### src/rtl/hyper_rx_pkg.sv
// Shared types and helpers for the HyperBus read-data receiver.
//   rx_state_e : burst FSM states (IDLE, RECV, DRAIN)
//   pack_ratio : number of DDR samples packed into one output word
package hyper_rx_pkg;

  typedef enum logic [1:0] {
    IDLE  = 2'd0,
    RECV  = 2'd1,
    DRAIN = 2'd2
  } rx_state_e;

  // Each DDR sample carries 2*dq_width bits (both RWDS edges).
  function automatic int unsigned pack_ratio(input int unsigned dq_width,
                                             input int unsigned data_width);
    return data_width / (2 * dq_width);
  endfunction

endpackage

### src/rtl/hyper_rx_fifo.sv
// Synchronous first-word-fall-through FIFO for packed read words.
//   flush_i         : synchronous clear of all entries (wins over push/pop)
//   push_i, data_i  : write request; accepted when not full or when popping
//   pop_i           : advance the head; ignored when empty
//   data_o          : head word, 0 while empty
//   full_o, empty_o : occupancy flags
module hyper_rx_fifo #(
  parameter int unsigned DATA_WIDTH = 32,
  parameter int unsigned FIFO_DEPTH = 4
) (
  input  logic                  clk_i,
  input  logic                  rst_ni,
  input  logic                  flush_i,
  input  logic                  push_i,
  input  logic [DATA_WIDTH-1:0] data_i,
  input  logic                  pop_i,
  output logic [DATA_WIDTH-1:0] data_o,
  output logic                  full_o,
  output logic                  empty_o
);

  localparam int unsigned AW = (FIFO_DEPTH > 1) ? $clog2(FIFO_DEPTH) : 1;

  logic [DATA_WIDTH-1:0] mem_q [FIFO_DEPTH];
  logic [AW-1:0]         wr_ptr_q, wr_ptr_d;
  logic [AW-1:0]         rd_ptr_q, rd_ptr_d;
  logic [AW:0]           count_q, count_d;
  logic                  do_push, do_pop;

  assign full_o  = (count_q == (AW+1)'(FIFO_DEPTH));
  assign empty_o = (count_q == '0);
  assign data_o  = empty_o ? '0 : mem_q[rd_ptr_q];

  // A pop frees the slot in the same cycle, so push-while-full is legal then.
  assign do_pop  = pop_i && !empty_o && !flush_i;
  assign do_push = push_i && (!full_o || do_pop) && !flush_i;

  always_comb begin
    wr_ptr_d = wr_ptr_q;
    rd_ptr_d = rd_ptr_q;
    count_d  = count_q;
    if (flush_i) begin
      wr_ptr_d = '0;
      rd_ptr_d = '0;
      count_d  = '0;
    end else begin
      if (do_push) wr_ptr_d = wr_ptr_q + 1'b1;
      if (do_pop)  rd_ptr_d = rd_ptr_q + 1'b1;
      case ({do_push, do_pop})
        2'b10:   count_d = count_q + 1'b1;
        2'b01:   count_d = count_q - 1'b1;
        default: count_d = count_q;
      endcase
    end
  end

  always_ff @(posedge clk_i or negedge rst_ni) begin
    if (!rst_ni) begin
      wr_ptr_q <= '0;
      rd_ptr_q <= '0;
      count_q  <= '0;
    end else begin
      wr_ptr_q <= wr_ptr_d;
      rd_ptr_q <= rd_ptr_d;
      count_q  <= count_d;
    end
  end

  always_ff @(posedge clk_i) begin
    if (do_push) mem_q[wr_ptr_q] <= data_i;
  end

endmodule

### src/rtl/hyper_ddr_rx_packer.sv
// HyperBus read-data receiver: packs DDR samples into wide words, buffers
// them in a small FIFO and counts a programmed burst length.
//   clear_i          : synchronous abort of burst, FIFO and overflow flag
//   start_i, len_i, swap_i : burst start (IDLE only), word count, byte order
//   sample_*         : one captured DDR sample per cycle, never stalled
//   data_o/valid_o/ready_i : output word handshake
//   busy_o, done_o, overflow_o : burst status; overflow_o is sticky
module hyper_ddr_rx_packer
  import hyper_rx_pkg::*;
#(
  parameter int unsigned DQ_WIDTH   = 8,
  parameter int unsigned DATA_WIDTH = 32,
  parameter int unsigned FIFO_DEPTH = 4,
  parameter int unsigned LEN_WIDTH  = 16
) (
  input  logic                  clk_i,
  input  logic                  rst_ni,
  input  logic                  clear_i,
  input  logic                  start_i,
  input  logic [LEN_WIDTH-1:0]  len_i,
  input  logic                  swap_i,
  input  logic                  sample_valid_i,
  input  logic [DQ_WIDTH-1:0]   sample_pos_i,
  input  logic [DQ_WIDTH-1:0]   sample_neg_i,
  output logic [DATA_WIDTH-1:0] data_o,
  output logic                  valid_o,
  input  logic                  ready_i,
  output logic                  busy_o,
  output logic                  done_o,
  output logic                  overflow_o
);

  localparam int unsigned R   = pack_ratio(DQ_WIDTH, DATA_WIDTH);
  localparam int unsigned HW  = 2 * DQ_WIDTH;
  localparam int unsigned PCW = (R > 1) ? $clog2(R) : 1;
  localparam logic [PCW-1:0] PCNT_LAST = PCW'(R - 1);

  rx_state_e             state_q, state_d;
  logic [LEN_WIDTH-1:0]  cnt_q, cnt_d;
  logic [PCW-1:0]        pcnt_q, pcnt_d;
  logic [DATA_WIDTH-1:0] pack_q, pack_d;
  logic                  swap_q, swap_d;
  logic                  ovf_q, ovf_d;
  logic                  done_q, done_d;

  logic [HW-1:0]         half;
  logic [DATA_WIDTH-1:0] word;
  logic                  sample_take, word_done;
  logic                  fifo_push, fifo_pop, fifo_full, fifo_empty, drop;

  assign sample_take = (state_q == RECV) && sample_valid_i;
  assign word_done   = sample_take && (pcnt_q == PCNT_LAST);
  assign fifo_pop    = !fifo_empty && ready_i;
  assign fifo_push   = word_done && !clear_i && (!fifo_full || fifo_pop);
  assign drop        = word_done && !clear_i && fifo_full && !fifo_pop;

  // The completed word is the pack register with the current sample merged
  // in, so the last sample reaches the FIFO on the edge that captures it.
  always_comb begin
    half = swap_q ? {sample_neg_i, sample_pos_i} : {sample_pos_i, sample_neg_i};
    word = pack_q;
    word[HW*int'(pcnt_q) +: HW] = half;
  end

  always_comb begin
    state_d = state_q;
    cnt_d   = cnt_q;
    pcnt_d  = pcnt_q;
    pack_d  = pack_q;
    swap_d  = swap_q;
    ovf_d   = ovf_q | drop;
    done_d  = 1'b0;
    if (clear_i) begin
      state_d = IDLE;
      cnt_d   = '0;
      pcnt_d  = '0;
      pack_d  = '0;
      ovf_d   = 1'b0;
    end else begin
      case (state_q)
        IDLE: begin
          if (start_i) begin
            if (len_i != '0) begin
              cnt_d   = len_i;
              pcnt_d  = '0;
              swap_d  = swap_i;
              state_d = RECV;
            end else begin
              done_d = 1'b1;
            end
          end
        end
        RECV: begin
          if (sample_take) begin
            pack_d = word;
            if (word_done) begin
              pcnt_d = '0;
              cnt_d  = cnt_q - 1'b1;
              if (cnt_q == LEN_WIDTH'(1)) state_d = DRAIN;
            end else begin
              pcnt_d = pcnt_q + 1'b1;
            end
          end
        end
        DRAIN: begin
          if (fifo_empty) begin
            done_d  = 1'b1;
            state_d = IDLE;
          end
        end
        default: state_d = IDLE;
      endcase
    end
  end

  always_ff @(posedge clk_i or negedge rst_ni) begin
    if (!rst_ni) begin
      state_q <= IDLE;
      cnt_q   <= '0;
      pcnt_q  <= '0;
      pack_q  <= '0;
      swap_q  <= 1'b0;
      ovf_q   <= 1'b0;
      done_q  <= 1'b0;
    end else begin
      state_q <= state_d;
      cnt_q   <= cnt_d;
      pcnt_q  <= pcnt_d;
      pack_q  <= pack_d;
      swap_q  <= swap_d;
      ovf_q   <= ovf_d;
      done_q  <= done_d;
    end
  end

  hyper_rx_fifo #(
    .DATA_WIDTH (DATA_WIDTH),
    .FIFO_DEPTH (FIFO_DEPTH)
  ) u_fifo (
    .clk_i   (clk_i),
    .rst_ni  (rst_ni),
    .flush_i (clear_i),
    .push_i  (fifo_push),
    .data_i  (word),
    .pop_i   (fifo_pop),
    .data_o  (data_o),
    .full_o  (fifo_full),
    .empty_o (fifo_empty)
  );

  assign valid_o    = !fifo_empty;
  assign busy_o     = (state_q != IDLE);
  assign done_o     = done_q;
  assign overflow_o = ovf_q;

endmodule
### config.mk
export PLATFORM = sky130hd
export DESIGN_NAME = hyper_ddr_rx_packer
export DESIGN_NICKNAME = d
export VERILOG_FILES = /design/src/rtl/hyper_rx_pkg.sv /design/src/rtl/hyper_rx_fifo.sv /design/src/rtl/hyper_ddr_rx_packer.sv
export SDC_FILE = /design/constraint.sdc
export NUM_CORES = 1
export LEC_CHECK = 0
export BUFFER_PORTS_ARGS = -buffer_cell sky130_fd_sc_hd__buf_2
export CAP_MARGIN = 20
export CORE_ASPECT_RATIO = 0.8
export CORE_UTILIZATION = 49
export CTS_CLUSTER_SIZE = 40
export DETAILED_ROUTE_END_ITERATION = 6
export GPL_TIMING_DRIVEN = 0
export PLACE_DENSITY = 0.68
export SETUP_SLACK_MARGIN = 0.02
export SYNTH_ARGS = -nofsm -noshare
export SYNTH_HDL_FRONTEND = slang
export SYNTH_HIERARCHICAL = 1
export SYNTH_SLANG_ARGS = --single-unit
export TNS_END_PERCENT = 30
### constraint.sdc
create_clock -name clk_i -period 4.2 [get_ports clk_i]
set_clock_uncertainty 0.1 [all_clocks]
set_input_delay 0.21 -clock clk_i [delete_from_list [all_inputs] [get_ports clk_i]]
set_output_delay 0.21 -clock clk_i [all_outputs]
set_load 0.01 [all_outputs]
==> results of run 1 <==
==> cell type report <==
class / instances / area, um^2 / share of cell area [%]
flip-flops and latches: 189 / 5370 / 53.85
multi-input cells: 401 / 3017 / 30.25
repair buffers: 86 / 500.5 / 5.019
clock buffers: 18 / 429.2 / 4.304
well taps: 225 / 281.5 / 2.823
plain buffers: 41 / 203.9 / 2.045
clock inverters: 14 / 125.1 / 1.255
inverters: 12 / 45.04 / 0.4517
==> metal layers <==
metal	track usage, %	up-vias	wire length (um)	share of wire (%)
li1	-	2597	-	-
met1	30.51	2883	8392	44
met2	36.03	198	9141	48
met3	4.302	26	1190	6.3
met4	7.891	0	302	1.6
met5	0	-	0	0
==> metrics by stage <==
step,hold slack (ns),util [%],worst slack [ns],area [um^2]
detailed placement,0.1295,53.89,0.2052,9306
CTS,0.006689,57.73,0.1801,9971
finish,0.006846,57.74,0.4006,9972
global placement,0.3830,53.77,0.3388,9286
global route,0.01158,57.74,0.07251,9972
floorplan,-0.1856,-,1.036,8635
==> synthesized netlist by cell type (3+ instances only) <==
cell type,n,area [um^2]
nand2_1,42,157.7
o2bb2ai_1,6,52.55
edfxtp_1,128,3844
mux2_2,34,382.9
a31oi_1,3,18.77
inv_1,11,41.29
mux4_2,32,720.7
buf_1,4,15.01
and2_2,4,30.03
nor2b_1,34,212.7
xor2_1,3,26.28
nor2_1,85,319.1
nand3_1,3,15.01
buf_2,17,85.08
a22oi_1,4,30.03
and2_1,3,18.77
a21oi_1,36,180.2
nor3_1,11,55.05
mux2i_1,17,170.2
nor4_1,8,50.05
clkbuf_1,14,52.55
o21ai_0,26,130.1
ha_1,6,75.07
nand4_1,3,18.77
buf_4,3,22.52
dfrtp_1,61,1526
==> worst min-delay path, delay by kind of cell <==
| kind | cells | cell delay [ns] |
|---|---|---|
| buffers and inverters | 1 | 0.09 |
| AO/OA/AOI/OAI | 2 | 0.20 |
==> power by group through the flow <==
stage	combinational, mW	clock, mW	sequential (mW)
floorplan	0.462	0	2.19
global placement	0.635	0	2.20
detailed placement	0.665	0	2.21
CTS	0.676	1.53	2.17
global route	0.752	1.60	2.18
finish	0.686	1.51	2.17
==> flip-flops by register name, summed over array words and instances, names as in the netlist <==
signal,cells
u_fifo/mem_q,128
pack_q,32
cnt_q,16
u_fifo/count_q,3
state_q,2
u_fifo/rd_ptr_q,2
u_fifo/wr_ptr_q,2
done_o,1
overflow_o,1
pcnt_q,1
swap_q,1
==> kinds of logic after synthesis <==
| group | after synthesis |
|---|---|
| compound gates | 93 |
| xor+xnor | 4 |
| fa+ha+maj | 7 |
| buf+inv | 53 |
| flops | 189 |
| mux | 83 |
| simple gates | 214 |
==> cell usage in the layout, fill, tap and decap left out, drive strengths merged, types with 2 or more instances in the layout <==
cell type	Yosys	layout
buf	26	101
or3b	2	2
mux4	32	32
or3	4	4
clkbuf	15	33
a211oi	2	2
a31oi	3	3
a21oi	36	36
o2bb2ai	6	6
dlygate4sd3	0	11
nor4	9	9
nand2	44	44
edfxtp	128	128
and2	7	7
clkinv	0	6
inv	12	20
ha	6	6
dfrtp	61	61
mux2	34	34
nand4	3	3
nor2	85	85
xor2	3	3
nor3b	2	2
or2	2	2
o21ai	29	29
or4	2	2
a22oi	4	4
nor2b	34	34
nor3	13	13
o2111ai	2	2
nand3	3	3
mux2i	17	17
==> timing repair <==
action,CTS,global route
endpoints found under the hold margin,31,0
gates resized for setup,0,2
hold buffers,11,0
setup endpoints to repair,0,128
==> final timing paths <==
kind	startpoint	end	slack (ns)	cells after the start
worst max-delay path	u_fifo/count_q[1]$_DFFE_PN0P_	u_fifo/mem_q[3][22]$_DFFE_PP_	0.40	10
worst min-delay path	len_i[3]	cnt_q[3]$_DFFE_PN0P_	0.007	3
worst max register to register	u_fifo/count_q[1]$_DFFE_PN0P_	u_fifo/mem_q[3][22]$_DFFE_PP_	0.40	10
worst min register to register	cnt_q[14]$_DFFE_PN0P_	cnt_q[14]$_DFFE_PN0P_	0.41	1
max in group asynchronous	rst_ni	pack_q[8]$_DFFE_PN0P_	3.18	3
min in group asynchronous	rst_ni	cnt_q[7]$_DFFE_PN0P_	0.20	2
==> flow_summary_export.csv, run 1 <==
group,metric,value,unit
status,outcome,"finished clean",
global_routing,groute.usage.overall,22.43,%
worst_setup_path,crit_buf_inv,5,
clocking,clk_latency,0.43,ns
worst_setup_path,crit_family,"simple AND/OR/NAND/NOR gates",
sta,min_period_over_period,90.46,%
worst_setup_path,path_cells,"clkbuf_2, nor3_2, clkbuf_2, inv_1, nand2_1, a2111oi_0, buf_6, inv_1, nor3_1, and2_2",
logic_synthesis,yosys.cell_types.count,62,
clocking,cts_buffers,17,
power_and_ir_drop,p_comb_share,15.7,%
logic_synthesis,synthMuxAreaShare,14.75,%
worst_setup_path,required,4.15,ns
power_and_ir_drop,clockPowerShare,34.6,%
drt,drc_errors,0,
floorplan,coreArea,17270,um^2
floorplan,dieArea,18160,um^2
worst_setup_path,slowest_delay,0.85,ns
drt,detailedRoute.firstIterationViolations,425,
final_layout,antennaDiodeCount,0,
clocking,root_buffer,"clkbuf_16",
worst_hold_path,min_path_type,"in -> reg",
worst_setup_path,critPathArrivalTime,3.75,ns
floorplan,rows,43,
logic_synthesis,synthAdderAreaFrac,1.101,%
power_and_ir_drop,switching_share,27.94,%
power_and_ir_drop,p_int,3.144,mW
placed_design,place.gp.congestion,0.8447,
placed_design,place_hpwl,12950,um
sta,drv_slew,0,
logic_synthesis,synth_compound_gate_area_share,6.506,%
placed_design,place_inst,943,
logic_synthesis,yosys_register_bits,189,
logic_synthesis,avgSynthCellArea,13.43,um^2
global_routing,antenna_found_initial,0,
logic_synthesis,synth_simple_gate_area_share,12.17,%
global_routing,first_global_vias,5666,
clocking,h-tree-depth,4,
logic_synthesis,synth_edf_count,128,
drt,drt_wl_total,19030,um
final_layout,fillCellCount,1367,
drt,firstDrtPassIters,5,
sta,hold_viol,0,
drt,wl_per_cell,19.30,um
power_and_ir_drop,leakage,3.738,nW
drt,drt-vias-per-instance,5.785,
final_layout,syn_to_final_growth,15.49,%
logic_synthesis,yosysSeqAreaShare,62.19,%
final_layout,nNetsFinal,794,
logic_synthesis,synth_cells,643,
worst_setup_path,worst_setup_path_end_kind,"register",
worst_setup_path,cp-start-kind,"register",
power_and_ir_drop,p_switching,1.219,mW
floorplan,io_pins,75,
final_layout,layout-drive-gt1-share,28.12,%
placed_design,portBuffers,74,
clocking,cts_setup_buffers,0,
drt,num_vias,5704,
power_and_ir_drop,power_frac_seq,49.7,%
power_and_ir_drop,p_total,4.363,mW
logic_synthesis,synth-main-ff-cell,"edfxtp_1",
sta,max_freq,0.2632,GHz
flow_run,maxCapViolations,0,
worst_setup_path,crit_type,"reg -> reg",
clocking,cts_tree,"built",
global_routing,grt_start_max_net_pins,41,
floorplan,die_y,120.7,um
worst_setup_path,cp_slowest_cell,"and2_2",
logic_synthesis,synth_xor_xnor_area_share,0.4057,%
global_routing,grt_pass1_wl,30130,um
clocking,path_clk_slew,0.07,ns
sta,setup_violations,0,
worst_setup_path,cp_max_fo,32,
logic_synthesis,synth_top_family_by_area,"multiplexers",
drt,ant_nets,0,
clocking,cts.path.max_buffers,2,
global_routing,grt.overflow.total,0,
logic_synthesis,synth_area,8635,um^2
sta,relSlewSlack,35.82,%
floorplan,dieWidth,150.4,um
sta,fin_setup_tns,0,ns
clocking,clock_sinks,189,
sta,tightest_slew,0.9627,ns
sta,fin_crit,3.799,ns
logic_synthesis,synthArstFlopShare,32.28,%
floorplan,start_util,50.00,%
final_layout,final_cells,986,
logic_synthesis,synth_nets,689,
sta,rsz0062_at_grt,"false",
power_and_ir_drop,pwr_density_cell,437.5,nW/um^2
power_and_ir_drop,vdd_drop_max,283.8,uV
logic_synthesis,synth_warnings,6,
Power figures use the tool's default switching activity.
==> run 2, diff against run 1 <==
Settings changed: PLACE_DENSITY 0.68 to 0.7, TNS_END_PERCENT 30 to default.
Clock period 4.2 ns to 3.2 ns, I/O delays scaled along.
==> flow_summary_export.csv, run 2 (synthesis gave the netlist of run 1 again) <==
group,metric,value,unit
global_routing,met3_usage,5.170,%
final_layout,design_area,10160,um^2
global_routing,gr-usage-met1,33.23,%
sta,fin_crit,3.013,ns
global_routing,grt.overflow.total,0,
clocking,clock_sinks,189,
sta,setup_violations,0,
power_and_ir_drop,pwr_density_cell,566.0,nW/um^2
drt,ant_nets,0,
worst_setup_path,crit_buf_inv,2,
sta,tightest_slew,0.8720,ns
sta,min_period_over_period,94.16,%
power_and_ir_drop,leakage,3.816,nW
global_routing,antenna_found_initial,0,
sta,hold_viol,0,
final_layout,syn_to_final_growth,17.69,%
global_routing,grt_busiest_layer,"met2",
floorplan,coreArea,17270,um^2
placed_design,place_hpwl,12770,um
placed_design,place.gp.congestion,0.8723,
power_and_ir_drop,vdd_drop_max,425.2,uV
worst_setup_path,slowest_delay,0.40,ns
floorplan,start_util,50.00,%
clocking,cts_tree,"built",
drt,wl_per_cell,20.17,um
final_layout,final_cell_mix,"edfxtp_1, buf_2, nor2_1",
worst_setup_path,path_cells,"buf_2, nor2b_4, nand2_2, a2111oi_4, buf_6, nor3_1, fa_1, or3b_1, or3_1, a31oi_1",
floorplan,die_y,120.7,um
final_layout,mostFrequentLayoutCell,"edfxtp_1",
clocking,clk_latency,0.43,ns
worst_setup_path,cp-start-kind,"register",
clocking,cts.path.max_buffers,2,
placed_design,dpl-instance-area,9289,um^2
drt,drt-vias-per-instance,5.844,
final_layout,top_register,"u_fifo/mem_q",
placed_design,portBuffers,74,
sta,drv_slew,0,
placed_design,place_inst,942,
clocking,path_clk_slew,0.07,ns
floorplan,dieArea,18160,um^2
final_layout,largestRegisters,"u_fifo/mem_q x128, pack_q x32, cnt_q x16",
worst_setup_path,cp_slowest_cell,"fa_1",
flow_run,maxCapViolations,0,
worst_setup_path,cp_max_fo,9,
worst_setup_path,crit_family,"simple AND/OR/NAND/NOR gates",
sta,max_freq,0.3319,GHz
power_and_ir_drop,p_total,5.752,mW
global_routing,grt_use_met2,36.98,%
worst_setup_path,required,3.45,ns
final_layout,layout-drive-gt1-share,29.12,%
floorplan,dieWidth,150.4,um
sta,relSlewSlack,41.05,%
drt,num_vias,5850,
global_routing,grt_pass1_wl,31210,um
final_layout,final_core_util,58.84,%
final_layout,fillCellCount,1376,
worst_setup_path,crit_type,"reg -> reg",
floorplan,io_pins,75,
global_routing,grt_start_max_net_pins,62,
worst_setup_path,critPathArrivalTime,3.26,ns
worst_setup_path,worst_setup_path_end_kind,"register",
drt,drt_wl_total,20190,um
drt,detailedRoute.firstIterationViolations,539,
final_layout,antennaDiodeCount,0,
drt,drc_errors,0,
floorplan,rows,43,
final_layout,nNetsFinal,809,
clocking,root_buffer,"clkbuf_16",
global_routing,groute.usage.overall,23.67,%
sta,fin_setup_tns,0,ns
drt,firstDrtPassIters,5,
final_layout,final_cells,1001,
clocking,cts_buffers,17,
final_layout,largest_reg_flops,128,
clocking,h-tree-depth,4,
global_routing,first_global_vias,5550,
status,outcome,"finished clean",
worst_hold_path,min_path_type,"in -> reg",
sta,rsz0062_at_grt,"false",
-- run 2: cell count changes in the layout (fill, tap and decap cells not counted), sizes merged --
cell / previous run / this run
and2: 7 / 11
inv: 20 / 17
clkinvlp: 0 / 1
dlygate4sd3: 11 / 17
clkinv: 6 / 4
bufinv: 0 / 1
buf: 101 / 109
-- run 2: repair_timing --
action                                  in CTS  in global routing
hold buffers                                17                  0
hold endpoints to repair                    77                  0
gates resized for setup                     21                  5
pin swaps                                    5                  0
gates cloned                                 4                  0
setup buffers                                1                  6
endpoints found under the setup margin     132                129
-- run 2: routing by layer --
metal	vias up	part of all wire (%)
met5	-	0
met4	0	1.4
met3	29	7.6
met2	269	48
met1	2929	43
li1	2623	-
-- run 2: path summary, 6_finish.rpt --
path,slack [ns],from,cells past startpoint,end
worst min-delay path,0.03,len_i[7],4,cnt_q[7]$_DFFE_PN0P_
worst max-delay path,0.19,state_q[0]$_DFFE_PN0P_,10,u_fifo/count_q[2]$_DFFE_PN0P_
max in group asynchronous,2.19,rst_ni,2,pack_q[29]$_DFFE_PN0P_
worst max register to register,0.19,state_q[0]$_DFFE_PN0P_,10,u_fifo/count_q[2]$_DFFE_PN0P_
worst min register to register,0.42,cnt_q[14]$_DFFE_PN0P_,1,cnt_q[14]$_DFFE_PN0P_
min in group asynchronous,0.27,rst_ni,2,pack_q[9]$_DFFE_PN0P_
-- run 2: area by class of cell --
type                       instances  area [um^2]  area share [%]
clock inverter                    11        107.6           1.059
clock buffer                      21        440.4           4.334
multi-input combinational        405         3099           30.50
inverter                          12        45.04          0.4432
buffer                            40        222.7           2.192
tap                              225        281.5           2.770
timing repair buffer              98        595.6           5.861
sequential                       189         5370           52.84
-- run 2: worst reg2reg max path, cell delays in order, from the launching register on --
cell,delay [ns]
dfrtp_1,0.31
buf_2,0.20
nor2b_4,0.24
nand2_2,0.18
a2111oi_4,0.38
buf_6,0.18
nor3_1,0.06
fa_1,0.40
or3b_1,0.40
or3_1,0.32
a31oi_1,0.17
-- run 2: through the flow --
| step | worst slack (ns) | hold WS [ns] |
|---|---|---|
| 2_1_floorplan | 0.03576 | -0.2356 |
| 4_1_cts | 0.05855 | 0.003434 |
| 6_report | 0.1868 | 0.03142 |
| 5_1_grt | 0.03662 | 0.03408 |
| 3_5_place_dp | -0.7990 | 0.2184 |
| 3_3_place_gp | -0.5641 | 0.3454 |
-- run 2: power breakdown --
group	switching [mW]	total (mW)	leakage, nW	internal [mW]
Clock	0.899	1.98	0.269	1.09
Combinational	0.590	0.917	1.55	0.327
Sequential	0.0671	2.85	1.99	2.78
==> run 3, diff against run 2 <==
--- a/config.mk
+++ b/config.mk
@@ -13,4 +13,5 @@
 export DETAILED_ROUTE_END_ITERATION = 6
 export GPL_TIMING_DRIVEN = 0
+export MAX_ROUTING_LAYER = met4
 export PLACE_DENSITY = 0.7
 export SETUP_SLACK_MARGIN = 0.02
==> constraint.sdc (replaced) <==
create_clock -name clk_i -period 3.2 [get_ports clk_i]
set_clock_uncertainty 0.1 [all_clocks]
set_input_delay 0.8 -clock clk_i [delete_from_list [all_inputs] [get_ports clk_i]]
set_output_delay 0.8 -clock clk_i [all_outputs]
set_load 0.01 [all_outputs]
==> flow_summary_export.csv, run 3 (synthesis gave the netlist of run 1 again) <==
group,metric,value,unit
placed_design,place_inst,942,
floorplan,dieWidth,150.4,um
sta,tightest_slew,0.8464,ns
sta,fin_crit,3.101,ns
sta,setup_violations,0,
sta,max_freq,0.3224,GHz
drt,ant_nets,0,
sta,rsz0062_at_grt,"true",
drt,num_vias,5708,
clocking,cts_tree,"built",
drt,detailedRoute.firstIterationViolations,591,
final_layout,design_area,9991,um^2
clocking,clock_sinks,189,
worst_setup_path,critPathArrivalTime,3.36,ns
worst_setup_path,r2r_slack,0.1,ns
floorplan,rows,43,
clocking,clk_latency,0.44,ns
clocking,h-tree-depth,4,
flow_run,maxCapViolations,0,
worst_setup_path,crit_type,"reg -> reg",
power_and_ir_drop,pwr_density_cell,575.8,nW/um^2
final_layout,nNetsFinal,789,
global_routing,groute.usage.overall,23.73,%
worst_setup_path,cp_slowest_cell,"fa_1",
sta,drv_slew,0,
floorplan,coreArea,17270,um^2
worst_setup_path,worst_setup_path_end_kind,"register",
drt,wl_per_cell,20.24,um
final_layout,largestRegisters,"u_fifo/mem_q x128, pack_q x32, cnt_q x16",
drt,drc_errors,0,
final_layout,top_register,"u_fifo/mem_q",
floorplan,io_pins,75,
floorplan,dieArea,18160,um^2
clocking,cts.path.max_buffers,2,
placed_design,dpl-instance-area,9289,um^2
worst_setup_path,cp_max_fo,9,
worst_setup_path,required,3.45,ns
drt,firstDrtPassIters,5,
worst_setup_path,path_cells,"buf_2, nor3_4, buf_8, inv_1, nand2_2, a2111oi_4, buf_6, nor3_1, fa_1, or3b_1, or3_1, a31oi_1",
worst_setup_path,rr_worst_depth,12,
drt,drt_wl_total,19850,um
status,outcome,"finished clean",
worst_setup_path,regToRegEndpoint,"u_fifo/count_q[2]$_DFFE_PN0P_",
final_layout,final_cell_mix,"edfxtp_1, buf_2, nor2_1",
sta,min_period_over_period,96.92,%
worst_hold_path,min_path_type,"in -> async",
drt,drt-vias-per-instance,5.819,
worst_setup_path,r2r_start,"u_fifo/count_q[2]$_DFFE_PN0P_",
final_layout,layout-drive-gt1-share,30.16,%
floorplan,start_util,50.00,%
final_layout,multi_input_area,3083,um^2
global_routing,grt_start_max_net_pins,62,
clocking,cts_hold_buffers,0,
final_layout,ff_latch_area,5370,um^2
sta,hold_viol,0,
clocking,path_clk_slew,0.07,ns
global_routing,grt.overflow.total,0,
floorplan,die_y,120.7,um
placed_design,portBuffers,74,
placed_design,place_hpwl,12960,um
worst_setup_path,slowest_delay,0.43,ns
power_and_ir_drop,leakage,3.741,nW
global_routing,first_global_vias,5507,
global_routing,grt_pass1_wl,30260,um
final_layout,fillCellCount,1341,
final_layout,mostFrequentLayoutCell,"edfxtp_1",
worst_setup_path,crit_end,"u_fifo/count_q[2]$_DFFE_PN0P_",
clocking,cts_buffers,17,
power_and_ir_drop,vdd_drop_max,429.8,uV
clocking,root_buffer,"clkbuf_16",
worst_setup_path,cp-start-kind,"register",
final_layout,syn_to_final_growth,15.71,%
sta,relSlewSlack,43.58,%
final_layout,largest_reg_flops,128,
global_routing,antenna_found_initial,0,
worst_setup_path,cp-startpoint,"u_fifo/count_q[2]$_DFFE_PN0P_",
final_layout,final_cells,981,
final_layout,antennaDiodeCount,0,
placed_design,place.gp.congestion,0.8975,
[run 3: how the worst min path moves through the flow]
stage	start	endpoint	cells after the start
floorplan	cnt_q[14]$_DFFE_PN0P_	cnt_q[14]$_DFFE_PN0P_	1
global placement	cnt_q[14]$_DFFE_PN0P_	cnt_q[14]$_DFFE_PN0P_	1
detailed placement	cnt_q[14]$_DFFE_PN0P_	cnt_q[14]$_DFFE_PN0P_	1
CTS	rst_ni	pack_q[10]$_DFFE_PN0P_	1
global route	rst_ni	pack_q[8]$_DFFE_PN0P_	1
finish	rst_ni	pack_q[11]$_DFFE_PN0P_	1
[run 3: routing by layer]
metal | global-route usage [%] | share of wire [%] | up-vias
met5 | - | 0 | -
met4 | 8.649 | 2.1 | 0
met3 | 4.943 | 6.2 | 33
met2 | 35.63 | 48 | 201
met1 | 32.03 | 44 | 2884
li1 | - | - | 2590
[run 3: timing repair]
action,in CTS,in global routing
pin swaps,1,0
endpoints found under the setup margin,146,133
buffers inserted,1,6
resized for setup,16,10
gates cloned,0,1
hold endpoints to repair,0,0
[run 3: per-stage QoR]
step	util (%)	setup WS [ns]	power, mW	setup TNS (ns)	hold slack [ns]
after detailed placement	53.79	-0.7110	3.766	-90.75	0.4020
after CTS	57.39	0.02984	5.764	0	0.3764
after global placement	53.77	-0.5730	3.725	-73.69	0.3808
final	57.85	0.09855	5.753	0	0.3447
after global routing	57.85	0.009233	5.976	0	0.3968
after floorplan	-	0.03576	3.484	0	0.3565
[run 3: power breakdown]
group	switching [mW]	internal [mW]	total, mW	leakage (nW)
clock	0.957	1.06	2.01	0.269
sequential	0.0660	2.78	2.85	1.99
combinational	0.578	0.313	0.891	1.48
total	1.60	4.15	5.75	3.74
[run 3: layout make-up]
cell class | instances | area share (%)
buffer | 40 | 2.242
inverter | 12 | 0.4508
clock inverter | 12 | 1.052
timing repair buffer | 81 | 4.258
clock buffer | 20 | 4.571
sequential | 189 | 53.75
multi-input combinational | 402 | 30.86
tap | 225 | 2.818
[run 3: critical path, delay by kind of cell (launching register included)]
| kind | cells | cell delay (ns) |
|---|---|---|
| simple gates | 5 | 0.97 |
| buf+inv | 4 | 0.59 |
| compound gates | 2 | 0.57 |
| fa+ha+maj | 1 | 0.43 |
| flops | 1 | 0.34 |
